<file path="src/rtl/pb_io_pkg.sv">
`default_nettype none
// ============================================================================
// Module   : pb_io_pkg
// Brief    : Shared port addresses and interrupt state type for PicoBlaze I/O.
// Revision : 1.0
// ============================================================================
package pb_io_pkg;

    localparam logic [7:0] c_addr_data = 8'h00;
    localparam logic [7:0] c_addr_edge = 8'h01;
    localparam logic [7:0] c_addr_mask = 8'h02;

    typedef enum logic [1:0] {
        ST_IDLE     = 2'b00,
        ST_PEND     = 2'b01,
        ST_WAIT_CLR = 2'b10
    } irq_state_t;

endpackage
`default_nettype wire

</file>
<file path="src/rtl/switch_debounce.sv">
`default_nettype none
// ============================================================================
// Module   : switch_debounce
// Brief    : One-bit 2-flop synchroniser plus stable-level debounce counter.
// Revision : 1.0
// ============================================================================
module switch_debounce #(
    parameter int DEB_CYCLES = 50000
) (
    input  logic CLK1,
    input  logic arst_n,
    input  logic sw,
    output logic stable,
    output logic rise
);

    localparam int              c_cw   = $clog2(DEB_CYCLES);
    localparam logic [c_cw-1:0] c_last = c_cw'(DEB_CYCLES - 1);

    logic            r_meta;
    logic            r_sync;
    logic            r_stable;
    logic [c_cw-1:0] r_cnt;
    logic            w_accept;

    // Accept on the cycle the counter has already seen DEB_CYCLES-1 differing samples.
    assign w_accept = (r_sync != r_stable) && (r_cnt == c_last);
    assign rise     = w_accept && r_sync;
    assign stable   = r_stable;

    always_ff @(posedge CLK1 or negedge arst_n) begin
        if (!arst_n) begin
            r_meta   <= 1'b0;
            r_sync   <= 1'b0;
            r_stable <= 1'b0;
            r_cnt    <= '0;
        end else begin
            r_meta <= sw;
            r_sync <= r_meta;
            if (r_sync == r_stable) begin
                r_cnt <= '0;
            end else if (w_accept) begin
                r_stable <= r_sync;
                r_cnt    <= '0;
            end else begin
                r_cnt <= r_cnt + 1'b1;
            end
        end
    end

endmodule
`default_nettype wire

</file>
<file path="src/rtl/pb_switch_input_port.sv">
`default_nettype none
// ============================================================================
// Module   : pb_switch_input_port
// Brief    : Debounced switch input port with edge capture, mask and interrupt.
// Revision : 1.0
// ============================================================================
module pb_switch_input_port
    import pb_io_pkg::*;
#(
    parameter int         N          = 8,
    parameter int         DEB_CYCLES = 50000,
    parameter logic [7:0] ADDR_DATA  = c_addr_data,
    parameter logic [7:0] ADDR_EDGE  = c_addr_edge,
    parameter logic [7:0] ADDR_MASK  = c_addr_mask
) (
    input  logic         CLK1,
    input  logic         arst_n,
    input  logic [N-1:0] sw,
    input  logic [7:0]   port_id,
    input  logic         read_strobe,
    input  logic         write_strobe,
    input  logic [7:0]   out_port,
    output logic [7:0]   in_port,
    output logic         interrupt,
    input  logic         interrupt_ack
);

    logic [7:0] w_stable;
    logic [7:0] w_rise;
    logic [7:0] w_edge_clr;
    logic [7:0] w_rd_data;
    logic       w_req;

    logic [7:0] r_edge;
    logic [7:0] r_mask;
    logic [7:0] r_in_port;
    logic       r_interrupt;
    irq_state_t r_state;

    for (genvar i = 0; i < 8; i++) begin : g_bit
        if (i < N) begin : g_sw
            switch_debounce #(
                .DEB_CYCLES (DEB_CYCLES)
            ) u_deb (
                .CLK1   (CLK1),
                .arst_n (arst_n),
                .sw     (sw[i]),
                .stable (w_stable[i]),
                .rise   (w_rise[i])
            );
        end else begin : g_pad
            assign w_stable[i] = 1'b0;
            assign w_rise[i]   = 1'b0;
        end
    end

    // Only the bits the processor actually received are cleared.
    assign w_edge_clr = (read_strobe && (port_id == ADDR_EDGE)) ? r_in_port : 8'h00;
    assign w_req      = |(r_edge & r_mask);

    always_comb begin
        w_rd_data = 8'h00;
        if (port_id == ADDR_DATA) begin
            w_rd_data = w_stable;
        end else if (port_id == ADDR_EDGE) begin
            w_rd_data = r_edge;
        end else if (port_id == ADDR_MASK) begin
            w_rd_data = r_mask;
        end
    end

    always_ff @(posedge CLK1 or negedge arst_n) begin
        if (!arst_n) begin
            r_edge    <= 8'h00;
            r_mask    <= 8'h00;
            r_in_port <= 8'h00;
        end else begin
            r_edge    <= (r_edge & ~w_edge_clr) | w_rise;
            r_in_port <= w_rd_data;
            if (write_strobe && (port_id == ADDR_MASK)) begin
                r_mask <= out_port;
            end
        end
    end

    // WAIT_CLR holds off a fresh request until the serviced edge has been read away.
    always_ff @(posedge CLK1 or negedge arst_n) begin
        if (!arst_n) begin
            r_state     <= ST_IDLE;
            r_interrupt <= 1'b0;
        end else begin
            case (r_state)
                ST_IDLE: begin
                    if (w_req) begin
                        r_state     <= ST_PEND;
                        r_interrupt <= 1'b1;
                    end
                end
                ST_PEND: begin
                    if (interrupt_ack) begin
                        r_state     <= ST_WAIT_CLR;
                        r_interrupt <= 1'b0;
                    end
                end
                ST_WAIT_CLR: begin
                    if (!w_req) begin
                        r_state <= ST_IDLE;
                    end
                end
                default: begin
                    r_state     <= ST_IDLE;
                    r_interrupt <= 1'b0;
                end
            endcase
        end
    end

    assign in_port   = r_in_port;
    assign interrupt = r_interrupt;

endmodule
`default_nettype wire

</file>
<file path="config.mk">
export PLATFORM = sky130hd
export DESIGN_NAME = pb_switch_input_port
export DESIGN_NICKNAME = d
export VERILOG_FILES = /design/src/rtl/pb_io_pkg.sv /design/src/rtl/switch_debounce.sv /design/src/rtl/pb_switch_input_port.sv
export SDC_FILE = /design/constraint.sdc
export NUM_CORES = 1
export LEC_CHECK = 0
export ABC_AREA = 1
export BUFFER_PORTS_ARGS = -buffer_cell sky130_fd_sc_hd__buf_2
export CAP_MARGIN = 10
export CELL_PAD_IN_SITES_DETAIL_PLACEMENT = 1
export CELL_PAD_IN_SITES_GLOBAL_PLACEMENT = 2
export CORE_MARGIN = 4
export CORE_UTILIZATION = 39
export DETAILED_ROUTE_END_ITERATION = 8
export PLACE_DENSITY_LB_ADDON = 0.05
export SYNTH_ARGS = -nofsm -noshare
export SYNTH_HDL_FRONTEND = slang
export SYNTH_SLANG_ARGS = --single-unit
</file>
<file path="constraint.sdc">
create_clock -name CLK1 -period 2.05 [get_ports CLK1]
set_input_delay 0.205 -clock CLK1 [delete_from_list [all_inputs] [get_ports CLK1]]
set_output_delay 0.205 -clock CLK1 [all_outputs]
set_load 0.01 [all_outputs]
</file>
# [Word-level counts from Yosys, hierarchy flattened]
# Index checks and enable logic that the tools add are counted.
[op_classes] muxes=27 shift=0 add_sub_neg=8 n_mul=0 n_div=0 n_eq_ne=31 bitwise_logic=13 n_lt_le_gt_ge=0 n_reduce_logical=31
[ops] op="16-bit 2-to-1 mux" count=16
[ops] op="16-bit by 1-bit adder with 16-bit output, second input constant" count=8
[ops] op="16-bit == test, second input constant" count=8
[ops] op="8-bit 2-to-1 mux" count=4
[ops] op="1-bit logical AND" count=18
[ops] op="8-bit bitwise AND" count=2
[ops] op="2-bit AND reduction" count=8
[ops] op="1-bit inverter" count=9
[ops] op="1-bit == test" count=8
[ops] op="8-bit by 1-bit == test with 1-bit output, second input constant" count=1
[ops] op="8-bit by 2-bit == test with 1-bit output, second input constant" count=1
[ops] op="8-bit logical NOT" count=1
[ops] op="1-bit != test" count=8
[ops] op="8-bit inverter" count=1
[ops] op="8-bit OR" count=1
[ops] op="8-bit OR reduction" count=1
[ops] op="2-bit 2-to-1 mux" count=3
[ops] op="2-bit != test, second input constant" count=3
[ops] op="2-bit one-hot mux with 3 select lines" count=1
[ops] op="3-bit AND reduction" count=2
[ops] op="1-bit one-hot mux with 3 select lines" count=1
[ops] op="2-bit by 1-bit == test with 1-bit output, second input constant" count=1
[ops] op="2-bit == test, second input constant" count=1
[ops] op="2-bit logical NOT" count=1
[ops] op="1-bit 2-to-1 mux" count=2
[totals] out_inout_bits=9 input_bits=29 memories=0 mem_bits_rw=0 latchBits=0 wordCells=147 regBits=179 rom_bits=0

# [Logic depth before layout (Yosys ltp)]
[logic_depth] depth_word=6 ltp_mapped=8 ltp_nobuf=8

# [Hierarchy]
# A second synthesis with hierarchy kept.
[hier_totals] cells_unflattened=1264 area_unflattened_um2=9730.6
[by_module_without_submodules] mod="switch_debounce" area_per_inst_um2=1053.5 cells_each=138 n_inst=8 seq_area_each_um2=475.5
[by_module_without_submodules] mod="pb_switch_input_port" area_per_inst_um2=1302.5 cells_each=160 n_inst=1 seq_area_each_um2=675.6

# [Worst setup path before layout]
# No wires, ideal clock.
[synth_timing] path_type="register to register" start="register g_bit[2].g_sw.u_deb.r_cnt[0]" end="register g_bit[2].g_sw.u_deb.r_stable" period_less_slack_ns=1.352 setup_ns=0.121 arrival_time_ns=1.232 path_buffers=0 path_slack_ns=0.698 required_time_ns=1.929 path_stages_with_launch=7 path_cell_list="dfrtp_1 -> ha_1 -> nand3_1 -> nor2_1 -> nand3_1 -> nand2_1 -> o21ai_1"
[synth_via] elab_chain_len=3
[synth_lines] item="start, declared" line="switch_debounce.sv:23" rtl="logic [c_cw-1:0] r_cnt;"
[synth_lines] item="start signal, assigned" line="switch_debounce.sv:46" rtl="r_cnt <= r_cnt + 1'b1;"
[synth_lines] item="16-bit == test" line="switch_debounce.sv:27" rtl="assign w_accept = (r_sync != r_stable) && (r_cnt == c_last);"
[synth_lines] item="1-bit logical AND" line="switch_debounce.sv:27"
[synth_lines] item="2-bit AND reduction (no source line)"
[synth_lines] item="end signal, assigned" line="switch_debounce.sv:43" rtl="r_stable <= r_sync;"
[synth_lines] item="end, declared" line="switch_debounce.sv:22" rtl="logic r_stable;"
# No other way between the ends.
# A chain may end at the register's enable or synchronous reset.

# [Worst setup path after layout]
# Ends and elaborated chain as after synthesis.

==> flow_results.org <==
** GRT
- Across every metal layer, demand over resource in global routing totals 19.1%.
- For this run, global-route usage on met2 was measured as about a third.
- First-pass GRT wire length :: 41,600 um
- Global route hottest layer :: met2
- Via count of the first global-routing pass :: 8,599
- Pin count of the biggest net entering global routing :: 56
- For this run, global-route usage on met1 was measured as between 20% and 30%.
- After global routing the overflow that remains totals 0.
- Antenna violations before repair :: 0
- Global routing usage on met3 :: slightly below 3%

** Synthesis
- Mux share of post-synthesis cell area :: 0%
- Main combinational cell family by area after synthesis :: simple AND/OR/NAND/NOR gates
- For this run, asynchronously set or reset flops after synthesis account for 100%.
- Yosys instantiated no cell more often than sky130_fd_sc_hd__nand2_1.
- Synthesis inferred 179 register bits.
- After synthesis, the largest area contributor takes up 47.0% of total cell area.
- Synth unique cells :: 30
- Simple-gate area share of the yosys netlist :: between 30 and 40%
- Syn avg cell area :: 7.46 um^2
- The synthesized design spends more area on one cell type than any other, namely sky130_fd_sc_hd__dfrtp_1.
- Sequential cell area fraction in the yosys report :: 47.0%
- Fraction of the mapped netlist area in compound gates :: just under 4%
- Yosys attributes the largest share of cell area to sky130_fd_sc_hd__dfrtp_1 (47%), sky130_fd_sc_hd__nand2_1 (15%), sky130_fd_sc_hd__nor2_1 (11%).
- Flip-flop cell with the highest count after synthesis :: sky130_fd_sc_hd__dfrtp_1
- Synth warnings :: 0
- Post-synth EDFFs :: 0
- Fraction of synthesized cell area in xor and xnor cells :: under 10%
- Synthesis produced 1,278 cells.
- Post-synthesis instance area :: approximately 9500 um^2
- Adder-cell area share of the yosys netlist :: 1.05%
- Synthesized netlist net count :: 1,315
- In the synthesized netlist, the cells that appear most often are sky130_fd_sc_hd__nand2_1 (377), sky130_fd_sc_hd__nor2_1 (277), sky130_fd_sc_hd__dfrtp_1 (179).

** Floorplan
- Floorplan die width :: about 160 um
- The floorplan has between 50 and 60 rows.
- The die covers 27,000 um^2.
- From bottom edge to top edge, the die measures about 160 um.
- Number of top-level pins :: 38
- The floorplan step defined a core boundary enclosing 23,800 um^2.
- The initial utilization of the core area, before any placement, comes to 40.1%.

** Worst setup path
- Data arrives at the worst endpoint at approximately 1.9 ns.
- The worst setup path is launched from a flip-flop.
- The number of cells on the worst reg-to-reg path is 6.
- Type of the worst setup path :: flip-flop to flip-flop
- The worst setup path is captured at a flip-flop.
- Maximum fanout along the worst path :: 5
- Data required time of the worst path :: 2.37 ns

** Placed design
- Total half-perimeter wirelength after legalization and detailed placement :: between 15,000 and 20,000 um
- DP Cell Count :: 1,637
- Number of port buffers :: 37
- The congestion estimate from routability-driven global placement came to 0.812.

** Clocking
- Buffer depth of the longest clock path :: 2
- Worst skew pair latency :: 0.44 ns
- TritonCTS built the clock tree.
- The root buffer cell chosen for the clock tree is sky130_fd_sc_hd__clkbuf_16.
- Clock Sinks :: between 150 and 200
- CTS built an H-tree with a depth of 4.
- Clock-pin slew was measured on the worst setup and hold paths at 0.07 ns.
- Buffers inserted by post-CTS timing repair :: 0
- TritonCTS Buffers :: 17

** Timing
- The worst path in the final design needs a cycle of 1.57 ns, including I/O delays and setup.
- Adding up every negative setup slack in the final design gives 0 ns.
- Measured against its own limit, the worst slew margin works out to 71.0%.
- The tightest hold path in the finished design has a slack of about 0.023 ns.
- Final critical-path share of the clock period :: 76.7%
- Post-route clock skew :: approximately 0.012 ns
- The max-slew violation count is 0.
- Setup repair after global routing left no endpoint under its margin.
- Hold Vio Cnt, Final :: 0
- Highest Clock Rate :: 636 MHz
- Final setup violation count :: 0
- Worst slew pin tran :: 0.431 ns

** Final layout
- Share of post-route cells with drive strength above 1 :: 9.51%
- Once layout is complete, the utilization of the core stands at 45.8%.
- The final layout contains 1,391 nets.
- Non-Filler Instances :: 1,686
- Fill cell instance count of the final layout :: 2,959
- Count of antenna diodes in the layout :: 0
- The area growth from synthesis to layout is 14.1%.
- Storage element area :: 4480 um^2
- In the final layout, the multi-input gates occupy 4400 um^2.

** Drt
- Detailed-route via count :: 7,941
- The count of nets left with antenna violations once routing finished came out at 0.
- Count of unresolved DRC violations after routing :: 0
- For this block, the initial DRC count from the detailed router was 401.
- The pre-antenna-repair detailed-routing pass consisted of 4 iterations.
- Via/cell ratio :: approximately 4.7
- Final routed wire length divided by cell count :: 14.0 um
- Wire length reported by the detailed router :: 23,700 um

** Power and ir drop
- Largest voltage drop on the vdd net :: 372 uV
- The analysis attributes to cell leakage a power of slightly above 5 nW.
- Power comes to 7.13 mW.
- Power spread over the standard cell area amounts to ~660 nW/um^2.

** Worst hold path
- Hold path cells :: 3
- Class of the tightest hold or removal check :: primary input to flip-flop

** Run
- Number of maximum-capacitance constraint violations :: 0

** Run status
- The flow ran to the end, and the final reports show no timing, DRC or antenna violations.
==> registers in the layout (all words and copies together), names as in the netlist <==
signal,count
g_bit.g_sw.u_deb.r_cnt,128
g_bit.g_sw.u_deb.r_meta,8
g_bit.g_sw.u_deb.r_sync,8
g_bit.g_sw.u_deb.stable,8
in_port,8
r_edge,8
r_mask,8
r_state,2
interrupt,1
==> final cells by class <==
cell class | instances | area share (%)
flip-flops and latches | 179 | 41.2
repair buffers | 60 | 3.99
well taps | 319 | 3.67
clock inverters | 12 | 0.782
inverters | 169 | 5.83
clock buffers | 20 | 4.10
multi-input cells | 927 | 40.5
==> path summary, 6_finish.rpt <==
| path | startpoint | end | slack, ns |
|---|---|---|---|
| setup / recovery | g_bit[2].g_sw.u_deb.r_cnt[0] | g_bit[2].g_sw.u_deb.stable | 0.48 |
| hold / removal | out_port[6] | r_mask[6] | 0.02 |
| setup reg to reg | g_bit[2].g_sw.u_deb.r_cnt[0] | g_bit[2].g_sw.u_deb.stable | 0.48 |
| hold reg to reg | g_bit[4].g_sw.u_deb.r_meta | g_bit[4].g_sw.u_deb.r_sync | 0.35 |
| max in group asynchronous | arst_n | g_bit[2].g_sw.u_deb.r_cnt[11] | 1.08 |
| min in group asynchronous | arst_n | g_bit[1].g_sw.u_deb.r_cnt[14] | 0.27 |
==> metrics by stage <==
stage               cell area, um^2  setup WS, ns
floorplan                      9530         0.698
global placement              10200         0.538
detailed placement            10200         0.479
CTS                           10900         0.466
global route                  10900         0.318
finish                        10900         0.477
==> power by group <==
group	total [mW]	switching (mW)	internal, mW
sequential	3.70	0.0765	3.62
clock	3.01	1.42	1.58
combinational	0.430	0.278	0.152
total	7.13	1.78	5.35
==> layer usage <==
metal,wire [um],share of wire [%],up-vias
met5,0,0,-
met4,304,1.3,0
met3,484,2.0,20
met2,11700,49,52
met1,11200,47,3797
li1,-,-,4072
==> worst max-delay path, stage by stage (launching register included) <==
cell                      delay [ns]
sky130_fd_sc_hd__dfrtp_1        0.40
sky130_fd_sc_hd__ha_1           0.26
sky130_fd_sc_hd__nand3_1        0.19
sky130_fd_sc_hd__nor2_1         0.28
sky130_fd_sc_hd__nand3_1        0.18
sky130_fd_sc_hd__nand2_1        0.09
sky130_fd_sc_hd__o21ai_1        0.06
==> what timing repair did <==
action | in CTS | in global routing
hold buffers | 17 | 0
hold endpoints to repair | 58 | 0
resized for setup | 0 | 0
==> cell usage in the layout, fill, tap and decap left out, drive strengths merged <==
cell type and count:
a21oi 16, and2 1, and3 1, buf 42
clkbuf 21, clkinv 9, clkinvlp 4, dfrtp 179
dlygate4sd3 17, ha 8, inv 168, nand2 378
nand3 90, nand3b 2, nand4 20, nor2 289
nor3 14, nor3b 4, o21ai 28, o21bai 9
xnor2 15, xor2 52
==> cells by family after synthesis <==
kind of cell,after synthesis
and+or+nand+nor,799
adders and majority gates,8
AOI/OAI and AO/OA,53
xor gates and xnor gates,67
DFF,179
buffers and inverters,172
(Power assumes the default switching activity.)
